### src/rtl/vga_pixel_sequencer_if.sv
// Signal bundle between the raster sequencer and its pixel-tick, sprite-control and VGA-output side.
interface vga_pixel_sequencer_if;
  localparam int unsigned COORD_W = 10;
  localparam int unsigned SEL_W   = 3;

  logic               pix_en;
  logic [COORD_W-1:0] sprite_x;
  logic [COORD_W-1:0] sprite_y;
  logic               sprite_load;
  logic               sprite_ack;
  logic               hsync;
  logic               vsync;
  logic               blank_n;
  logic               frame_start;
  logic [SEL_W-1:0]   selector;

  modport master (
    output pix_en, sprite_x, sprite_y, sprite_load,
    input  sprite_ack, hsync, vsync, blank_n, frame_start, selector
  );

  modport slave (
    input  pix_en, sprite_x, sprite_y, sprite_load,
    output sprite_ack, hsync, vsync, blank_n, frame_start, selector
  );
endinterface

### src/rtl/vga_pixel_sequencer.sv
// Raster-scan sync generator and per-pixel colour-mux selector with a frame-synchronous,
// double-buffered sprite position.
module vga_pixel_sequencer #(
  parameter int unsigned H_VISIBLE   = 640,
  parameter int unsigned H_FP        = 16,
  parameter int unsigned H_SYNC      = 96,
  parameter int unsigned H_BP        = 48,
  parameter int unsigned V_VISIBLE   = 480,
  parameter int unsigned V_FP        = 10,
  parameter int unsigned V_SYNC      = 2,
  parameter int unsigned V_BP        = 33,
  parameter int unsigned LINE_W      = 4,
  parameter int unsigned SPRITE_SIZE = 32
) (
  input  logic                 clk,
  input  logic                 rst,
  vga_pixel_sequencer_if.slave bus
);
  localparam int unsigned CW = 11;

  localparam logic [CW-1:0] H_LAST = CW'(H_VISIBLE + H_FP + H_SYNC + H_BP - 1);
  localparam logic [CW-1:0] V_LAST = CW'(V_VISIBLE + V_FP + V_SYNC + V_BP - 1);
  localparam logic [CW-1:0] HS_BEG = CW'(H_VISIBLE + H_FP);
  localparam logic [CW-1:0] HS_END = CW'(H_VISIBLE + H_FP + H_SYNC);
  localparam logic [CW-1:0] VS_BEG = CW'(V_VISIBLE + V_FP);
  localparam logic [CW-1:0] VS_END = CW'(V_VISIBLE + V_FP + V_SYNC);
  localparam logic [CW-1:0] H_VIS  = CW'(H_VISIBLE);
  localparam logic [CW-1:0] V_VIS  = CW'(V_VISIBLE);
  // Board grid splits the visible area into thirds (213/426, 160/320 at 640x480).
  localparam logic [CW-1:0] GX1    = CW'(H_VISIBLE / 3);
  localparam logic [CW-1:0] GX2    = CW'(2 * (H_VISIBLE / 3));
  localparam logic [CW-1:0] GY1    = CW'(V_VISIBLE / 3);
  localparam logic [CW-1:0] GY2    = CW'(2 * (V_VISIBLE / 3));
  localparam logic [CW-1:0] LW     = CW'(LINE_W);
  localparam logic [CW-1:0] SS     = CW'(SPRITE_SIZE);
  localparam logic [CW-1:0] HB     = CW'(H_VISIBLE - LINE_W);
  localparam logic [CW-1:0] VB     = CW'(V_VISIBLE - LINE_W);
  localparam logic [CW-1:0] SX_MAX = CW'(H_VISIBLE - SPRITE_SIZE);
  localparam logic [CW-1:0] SY_MAX = CW'(V_VISIBLE - SPRITE_SIZE);

  localparam logic [2:0] SEL_BG     = 3'b000;
  localparam logic [2:0] SEL_BLACK  = 3'b001;
  localparam logic [2:0] SEL_GRID   = 3'b010;
  localparam logic [2:0] SEL_SPRITE = 3'b011;
  localparam logic [2:0] SEL_BORDER = 3'b110;

  typedef enum logic [1:0] {IDLE, PENDING, APPLY} state_t;

  state_t        state, state_nx;
  logic [CW-1:0] hcount, vcount;
  logic [CW-1:0] shadow_x, shadow_y, live_x, live_y;
  logic          sprite_live;

  logic          h_last_c, wrap_c, live_c;
  logic [CW-1:0] req_x_c, req_y_c, pos_x_c, pos_y_c;
  logic          visible_c, in_sprite_c, on_grid_c, on_border_c;
  logic [2:0]    sel_c;

  assign h_last_c = (hcount == H_LAST);
  assign wrap_c   = bus.pix_en && h_last_c && (vcount == V_LAST);

  assign req_x_c  = (CW'(bus.sprite_x) > SX_MAX) ? SX_MAX : CW'(bus.sprite_x);
  assign req_y_c  = (CW'(bus.sprite_y) > SY_MAX) ? SY_MAX : CW'(bus.sprite_y);

  // During APPLY the shadow is already the position of the frame now starting.
  assign pos_x_c  = (state == APPLY) ? shadow_x : live_x;
  assign pos_y_c  = (state == APPLY) ? shadow_y : live_y;
  assign live_c   = sprite_live || (state == APPLY);

  always_comb begin
    sel_c       = SEL_BG;
    visible_c   = (hcount < H_VIS) && (vcount < V_VIS);
    in_sprite_c = live_c && (hcount >= pos_x_c) && (hcount < pos_x_c + SS)
                         && (vcount >= pos_y_c) && (vcount < pos_y_c + SS);
    on_grid_c   = ((hcount >= GX1) && (hcount < GX1 + LW)) || ((hcount >= GX2) && (hcount < GX2 + LW))
               || ((vcount >= GY1) && (vcount < GY1 + LW)) || ((vcount >= GY2) && (vcount < GY2 + LW));
    on_border_c = (hcount < LW) || (hcount >= HB) || (vcount < LW) || (vcount >= VB);
    if (!visible_c)       sel_c = SEL_BLACK;
    else if (in_sprite_c) sel_c = SEL_SPRITE;
    else if (on_grid_c)   sel_c = SEL_GRID;
    else if (on_border_c) sel_c = SEL_BORDER;
  end

  always_comb begin
    state_nx = state;
    case (state)
      IDLE:    if (bus.sprite_load) state_nx = PENDING;
      PENDING: if (wrap_c)          state_nx = APPLY;
      APPLY:   state_nx = bus.sprite_load ? PENDING : IDLE;
      default: state_nx = IDLE;
    endcase
  end

  always_ff @(posedge clk or posedge rst) begin
    if (rst) state <= IDLE;
    else     state <= state_nx;
  end

  // Shadow captures every load; live follows it only in the one-clk APPLY slot.
  always_ff @(posedge clk or posedge rst) begin
    if (rst) begin
      shadow_x       <= '0;
      shadow_y       <= '0;
      live_x         <= '0;
      live_y         <= '0;
      sprite_live    <= 1'b0;
      bus.sprite_ack <= 1'b0;
    end else begin
      if (bus.sprite_load) begin
        shadow_x <= req_x_c;
        shadow_y <= req_y_c;
      end
      if (state == APPLY) begin
        live_x      <= shadow_x;
        live_y      <= shadow_y;
        sprite_live <= 1'b1;
      end
      bus.sprite_ack <= (state_nx == APPLY);
    end
  end

  // Raster counters and video outputs, one clk behind the counter they describe.
  always_ff @(posedge clk or posedge rst) begin
    if (rst) begin
      hcount          <= '0;
      vcount          <= '0;
      bus.hsync       <= 1'b1;
      bus.vsync       <= 1'b1;
      bus.blank_n     <= 1'b0;
      bus.selector    <= SEL_BLACK;
      bus.frame_start <= 1'b0;
    end else begin
      bus.frame_start <= wrap_c;
      if (bus.pix_en) begin
        bus.hsync    <= !((hcount >= HS_BEG) && (hcount < HS_END));
        bus.vsync    <= !((vcount >= VS_BEG) && (vcount < VS_END));
        bus.blank_n  <= visible_c;
        bus.selector <= sel_c;
        if (h_last_c) begin
          hcount <= '0;
          vcount <= (vcount == V_LAST) ? '0 : vcount + CW'(1);
        end else begin
          hcount <= hcount + CW'(1);
        end
      end
    end
  end
endmodule

### src/flat_wrapper.sv
// flat-port wrapper written by rule: the top's interface ports become plain ports
module vga_pixel_sequencer_flat 
#(
  parameter int unsigned H_VISIBLE   = 640,
  parameter int unsigned H_FP        = 16,
  parameter int unsigned H_SYNC      = 96,
  parameter int unsigned H_BP        = 48,
  parameter int unsigned V_VISIBLE   = 480,
  parameter int unsigned V_FP        = 10,
  parameter int unsigned V_SYNC      = 2,
  parameter int unsigned V_BP        = 33,
  parameter int unsigned LINE_W      = 4,
  parameter int unsigned SPRITE_SIZE = 32
)
  (clk, rst, bus_pix_en, bus_sprite_x, bus_sprite_y, bus_sprite_load, bus_sprite_ack, bus_hsync, bus_vsync, bus_blank_n, bus_frame_start, bus_selector);
  vga_pixel_sequencer_if bus_i ();
  input  logic clk;
  input  logic rst;
  input wire logic [$bits(bus_i.pix_en)-1:0] bus_pix_en;
  input wire logic [$bits(bus_i.sprite_x)-1:0] bus_sprite_x;
  input wire logic [$bits(bus_i.sprite_y)-1:0] bus_sprite_y;
  input wire logic [$bits(bus_i.sprite_load)-1:0] bus_sprite_load;
  output wire logic [$bits(bus_i.sprite_ack)-1:0] bus_sprite_ack;
  output wire logic [$bits(bus_i.hsync)-1:0] bus_hsync;
  output wire logic [$bits(bus_i.vsync)-1:0] bus_vsync;
  output wire logic [$bits(bus_i.blank_n)-1:0] bus_blank_n;
  output wire logic [$bits(bus_i.frame_start)-1:0] bus_frame_start;
  output wire logic [$bits(bus_i.selector)-1:0] bus_selector;
  assign bus_i.pix_en = bus_pix_en;
  assign bus_i.sprite_x = bus_sprite_x;
  assign bus_i.sprite_y = bus_sprite_y;
  assign bus_i.sprite_load = bus_sprite_load;
  assign bus_sprite_ack = bus_i.sprite_ack;
  assign bus_hsync = bus_i.hsync;
  assign bus_vsync = bus_i.vsync;
  assign bus_blank_n = bus_i.blank_n;
  assign bus_frame_start = bus_i.frame_start;
  assign bus_selector = bus_i.selector;
  vga_pixel_sequencer #(.H_VISIBLE(H_VISIBLE), .H_FP(H_FP), .H_SYNC(H_SYNC), .H_BP(H_BP), .V_VISIBLE(V_VISIBLE), .V_FP(V_FP), .V_SYNC(V_SYNC), .V_BP(V_BP), .LINE_W(LINE_W), .SPRITE_SIZE(SPRITE_SIZE)) u_core (.clk(clk), .rst(rst), .bus(bus_i));
endmodule
### config.mk
export PLATFORM = sky130hd
export DESIGN_NAME = vga_pixel_sequencer_flat
export DESIGN_NICKNAME = d
export VERILOG_FILES = /design/src/rtl/vga_pixel_sequencer_if.sv /design/src/rtl/vga_pixel_sequencer.sv /design/src/flat_wrapper.sv
export SDC_FILE = /design/constraint.sdc
export NUM_CORES = 1
export LEC_CHECK = 0
export BUFFER_PORTS_ARGS = -buffer_cell sky130_fd_sc_hd__buf_4
export CAP_MARGIN = 0
export CORE_MARGIN = 3
export CORE_UTILIZATION = 29
export DETAILED_ROUTE_END_ITERATION = 7
export PLACE_DENSITY = 0.44
export RECOVER_POWER = 25
export SLEW_MARGIN = 15
export SYNTH_ARGS = -nofsm -noshare
export SYNTH_HDL_FRONTEND = slang
export SYNTH_SLANG_ARGS = --single-unit
### constraint.sdc
create_clock -name clk -period 2.8 [get_ports clk]
set_input_delay 0.56 -clock clk [delete_from_list [all_inputs] [get_ports clk]]
set_output_delay 0.56 -clock clk [all_outputs]
set_load 0.01 [all_outputs]
### Word-level counts from Yosys, hierarchy flattened

Cells that the tools add are included.

| operators by class | value |
|---|---|
| add/subtract/negate cells | 4 |
| magnitude comparators | 24 |
| equality and inequality tests | 5 |
| multiplexer cells | 14 |
| reductions and logical operators | 24 |

Operators with widths:

| kind | count |
|---|---|
| greater-or-equal comparator 11 x 9 -> 1 bit, second input constant | 4 |
| less-than comparator 11 x 9 -> 1 bit, second input constant | 4 |
| 2-to-1 mux 11 bit | 4 |
| adder 11 x 1 -> 11 bit, second input constant | 2 |
| adder 11 x 6 -> 11 bit, second input constant | 2 |
| == test 11 x 10 -> 1 bit, second input constant | 2 |
| greater-or-equal comparator 11 x 10 -> 1 bit, second input constant | 2 |
| greater-or-equal comparator 11 bit | 2 |
| greater-or-equal comparator 11 x 8 -> 1 bit, second input constant | 2 |
| less-than comparator 11 x 10 -> 1 bit, second input constant | 2 |
| less-than comparator 11 bit | 2 |
| less-than comparator 11 x 3 -> 1 bit, second input constant | 2 |
| less-than comparator 11 x 8 -> 1 bit, second input constant | 2 |
| 2-to-1 mux 10 bit | 2 |
| logical AND 1 bit | 13 |
| 2-to-1 mux 3 bit | 4 |
| greater-than comparator 10 bit, second input constant | 1 |
| greater-than comparator 10 x 9 -> 1 bit, second input constant | 1 |
| logical OR 1 bit | 7 |
| one-hot mux 2 bit (3 select lines) | 1 |
| == test 2 bit, second input constant | 2 |
| 2-to-1 mux 2 bit | 2 |
| == test 2 x 1 -> 1 bit, second input constant | 1 |
| logical NOT 1 bit | 2 |
| other kinds (3) | 3 |

| storage, ports and cells | value |
|---|---|
| flip-flop bits (word level) | 77 |
| input bits | 24 |
| output and inout bits | 8 |
| word-level logic and storage cells | 85 |

### Longest topological paths before layout

| depth | value |
|---|---|
| depth in word-level cells | 9 |
| mapped depth | 17 |
| gate-level depth less buffers | 15 |

### Worst setup path after synthesis

Ideal clock, no wire load.

| timing path | value |
|---|---|
| kind | register -> register |
| from | register u_core.state[0] |
| to | register u_core.bus.selector[1] |
| setup time | 0.066 ns |
| arrival time | 2.970 ns |
| slack | -0.236 ns |
| cell stages (with the launch flop) | 17 |
| period minus slack after synthesis | 3.036 ns |
| cell sequence | dfrtp_1 nand2b_4 buf_12 buf_2 nor2_1 a21oi_1 nor3_1 nand3_1 xnor2_1 ha_1 a22o_1 nor4_1 o311ai_0 nor3_1 o21ai_0 nor4_2 a221o_1 |

| on the way | value |
|---|---|
| cells in the longest elaborated chain, start to end | 9 |

Ends and longest elaborated chain:

| what | RTL line | RTL |
|---|---|---|
| start, declared | vga_pixel_sequencer.sv:49 | `state_t state, state_nx;` |
| start signal, assigned | vga_pixel_sequencer.sv:96 | `else state <= state_nx;` |
| == test 2 bit (*) | vga_pixel_sequencer.sv:66, vga_pixel_sequencer.sv:67, vga_pixel_sequencer.sv:68 |  |
| 2-to-1 mux 11 bit | -- |  |
| adder 11 x 6 -> 11 bit / greater-or-equal comparator 11 bit (equally long branches) | vga_pixel_sequencer.sv:73 | `in_sprite_c = live_c && (hcount >= pos_x_c) && (hcount < pos_x_c + SS)` |
| less-than comparator 11 bit / logical AND 1 bit (equally long branches) | vga_pixel_sequencer.sv:73 |  |
| logical AND 1 bit | vga_pixel_sequencer.sv:73 |  |
| logical AND 1 bit | vga_pixel_sequencer.sv:74 | `&& (vcount >= pos_y_c) && (vcount < pos_y_c + SS);` |
| logical AND 1 bit (*) | vga_pixel_sequencer.sv:74 |  |
| 2-to-1 mux 3 bit (*) | vga_pixel_sequencer.sv:79 | `else if (in_sprite_c) sel_c = SEL_SPRITE;` |
| 2-to-1 mux 3 bit (*) | vga_pixel_sequencer.sv:78 | `if (!visible_c) sel_c = SEL_BLACK;` |
| end signal, assigned | vga_pixel_sequencer.sv:138 | `bus.selector <= sel_c;` |
| end, declared | vga_pixel_sequencer_if.sv:24 | `output sprite_ack, hsync, vsync, blank_n, frame_start, selector` |

Every way passes the cells marked *; elsewhere a longest branch is shown, timed or not.
A chain may end at the register's enable or synchronous reset.

### Worst setup path in the final report

Ends and elaborated chain as after synthesis.

==> flow_summary_export.csv <==
group,metric,value,unit
place,post-place-ws,-266.4,ps
power,total_power,3083,µW
yosys,ys_top_cells_by_count,"72 x dfrtp_1, 50 x nand2_1, 49 x inv_1, 38 x o21ai_0, 37 x ha_1",
power,max-vdd-ir-drop,0.0002818,V
yosys,yosysTopAreaCell,"dfrtp_1",
critical_path,arrival,3190,ps
power,p_leak,0.002646,µW
drt,first_pass_iters,4,
timing,setup_viol,3,
critical_path,crit_top_cell,"nor4_2",
global_routing,grt_overflow,0,
yosys,synth_area_leaders,"dfrtp_1 42%, ha_1 11%, o21ai_0 4.4%",
clock_network,htree_levels,3,
power,power_frac_clock,0.459,
yosys,synth_area,4325,µm²
yosys,ys_seq_elements,75,
finish,antennaDiodeCount,0,
outcome,violations,"max-capacitance violations, max-slew violations, negative setup slack",
finish,drive_gt1_frac,0.2063,
critical_path,slowest_delay,410,ps
yosys,synth_cell_types,53,
floorplan,die_y,128.1,µm
place,place.gp.congestion,0.8164,
yosys,synth_edf_count,0,
timing,worst_slack,-114.1,ps
yosys,synth-seq-area-share,0.4348,
clock_network,clk_latency,340,ps
critical_path,cp_top_family,"simple AND/OR/NAND/NOR gates",
critical_path,cp_cell_sequence,"nand2b_4 > mux2i_4 > nor3_2 > and3_4 > xnor2_2 > ha_1 > a22o_1 > nor4_2 > o311ai_1 > nor3_1 > o21ai_1 > nor4_2 > buf_4 > a221o_1",
place,portBuffers,31,
global_routing,grt_pass1_vias,3496,
timing,finalCritPeriodShare,1.041,
hold_path,min_path_cells,3,
yosys,syn_nets,531,
timing,slew_viol_final,76,
place,place_hpwl,7680,µm
clock_network,clock-sinks,75,
yosys,synth.most_common_cell,"dfrtp_1",
job,drv_cap,1,
timing,hold_violations,0,
timing,timing.fmax,0.3432,GHz
global_routing,grt_use_total,0.1392,
drt,vias_per_cell,4.802,
yosys,ys_warn_count,0,
power,p_sw_frac,0.2521,
floorplan,core.rowCount,44,
critical_path,cp_max_fo,5,
drt,ant_nets,0,
hold_path,hold_class,"in2reg",
yosys,syn-instance-count,470,
global_routing,grt_pass1_wl,17970,µm
power,power.share.sequential,0.402,
yosys,async_flop_share,1.000,
timing,tns,-312.3,ps
finish,layout.nets,594,
critical_path,path_buf_inv,1,
yosys,synth_top_area_frac,0.4165,
critical_path,critPathSlowestCell,"dfrtp_1",
timing,tightest_slew,1884,ps
finish,syn_to_final_growth,26.18,%
drt,initialDrtViolationCount,215,
floorplan,core_area,14590,µm²
floorplan,pin_count,32,
timing,rsz0062_at_grt,"true",
drt,vias,3467,
power,combPwrFrac,0.139,
finish,postLayoutCoreUtil,0.3741,
floorplan,start_util,0.2965,
timing,slew-limit-headroom,-0.2557,
power,powerDensity,564.8,nW/µm²
critical_path,ff2ff_path_depth,14,
power,intPower,2306,µW
timing,fin_crit,2914,ps
drt,wl_per_cell,14.63,µm
yosys,synth_ff_type,"dfrtp_1",
clock_network,clk_pin_slew,60,ps
critical_path,crit_path_start_kind,"register",
clock_network,cts_root_buf,"clkbuf_16",
critical_path,end_kind,"register",
timing,finalClockSkew,5.560,ps
power,p_switching,777.1,µW
floorplan,fp.dieW,128.1,µm
clock_network,numCtsBuffers,9,
critical_path,crit_required,3080,ps
yosys,syn_avg_cell_area,9.203,µm²
floorplan,fp.dieArea,16420,µm²
drt,finalWirelength,10560,µm
critical_path,critical_path_depth,14,
global_routing,grt_max_degree,76,
critical_path,critical_path_class,"reg2reg",
clock_network,cts_max_path_buffers,2,
clock_network,ctsHoldBuffers,0,
drt,drc,0,
global_routing,antenna_found_initial,0,
clock_network,cts_tree,"built",
outcome,status,"finished with violations",
final cells by class:
class                           instances  area (µm²)
Fill cell                            1463        9131
Multi-Input combinational cell        329        2281
Sequential cell                        75        1882
Timing Repair Buffer                   69       523.0
Clock buffer                           11       232.7
Tap cell                              184       230.2
Inverter                               49       183.9
Clock inverter                          5       125.1
flip-flops by register name, indices dropped and copies added (netlist names), 2 cells and up:
name and count:
u_core.live_y 11, u_core.hcount 11, u_core.bus.selector 3, u_core.vcount 11, u_core.shadow_x 10, u_core.state 2
u_core.live_x 11, u_core.shadow_y 10
what timing repair did:
action	4_1_cts	5_1_grt
gates cloned	1	0
buffers inserted	2	1
setup endpoints to repair	3	3
pin swaps	4	2
gates resized for setup	17	5
metrics by stage:
stage | hold WS [ps] | cell area, µm² | instances
final | 430.9 | 5458 | 722
after global routing | 439.0 | 5458 | 722
after detailed placement | 474.7 | 4990 | 702
after floorplan | 430.9 | 4348 | 470
after global placement | 481.7 | 4990 | 702
after CTS | 320.6 | 5450 | 721
per-layer routing:
layer / GRT usage / vias up / wire, µm
met3: 0.03000 / 11 / 388
met4: 0.05993 / 0 / 175
met1: 0.1982 / 1634 / 5374
met2: 0.2027 / 60 / 4627
li1: - / 1762 / -
met5: 0 / - / 0
placed cells by master, fill, tap and decap left out, drive strengths merged, types with 3 or more instances in the layout:
master / synthesis / final
a21oi: 23 / 23
nand4: 11 / 11
buf: 3 / 66
nor2: 33 / 33
nor2b: 4 / 4
nor3b: 3 / 3
xor2: 8 / 8
mux2i: 8 / 8
ha: 37 / 37
a211oi: 3 / 3
nand2b: 5 / 6
o21ai: 38 / 38
and3: 7 / 7
bufinv: 0 / 4
dfstp: 3 / 3
nand2: 50 / 50
o21a: 7 / 7
a21o: 3 / 3
xnor2: 14 / 14
inv: 49 / 49
nor4: 7 / 7
nor3: 15 / 15
clkbuf: 15 / 14
dfrtp: 72 / 72
nand3: 17 / 17
worst register-to-register path: stages (launching register included):
cell and delay, ps:
dfrtp_1 410, nand2b_4 210, mux2i_4 220, nor3_2 190
and3_4 220, xnor2_2 110, ha_1 260, a22o_1 220
nor4_2 200, o311ai_1 130, nor3_1 170, o21ai_1 100
nor4_2 140, buf_4 160, a221o_1 130
cell families (layout without fill, tap and decap cells):
kind of cell	after synthesis	in the layout	share of synthesized area
XOR/XNOR	22	22	0.04455
buffers and inverters	67	134	0.06248
multiplexers	10	10	0.02748
AND/OR/NAND/NOR	164	165	0.1909
AO/OA/AOI/OAI	95	95	0.1328
flip-flops	75	75	0.4348
adder cells (fa/ha/maj)	37	37	0.1070
path summary, 6_finish.rpt:
kind                                    start  slack, ps                     end
max                           u_core.state[0]       -110  u_core.bus.selector[1]
min                           bus_sprite_x[8]        430      u_core.shadow_x[8]
max reg2reg                   u_core.state[0]       -110  u_core.bus.selector[1]
min reg2reg                u_core.bus.blank_n        490      u_core.bus.blank_n
max in group asynchronous                 rst        700         u_core.state[1]
min in group asynchronous                 rst        870  u_core.bus.frame_start
power by group through the flow:
stage / Combinational [µW] / Sequential, µW / Clock (µW)
after floorplan: 301 / 1210 / 0
after global placement: 409 / 1260 / 0
after detailed placement: 420 / 1260 / 0
after CTS: 432 / 1240 / 1450
after global routing: 492 / 1250 / 1500
final: 427 / 1240 / 1420
Power figures use the tool's default switching activity.
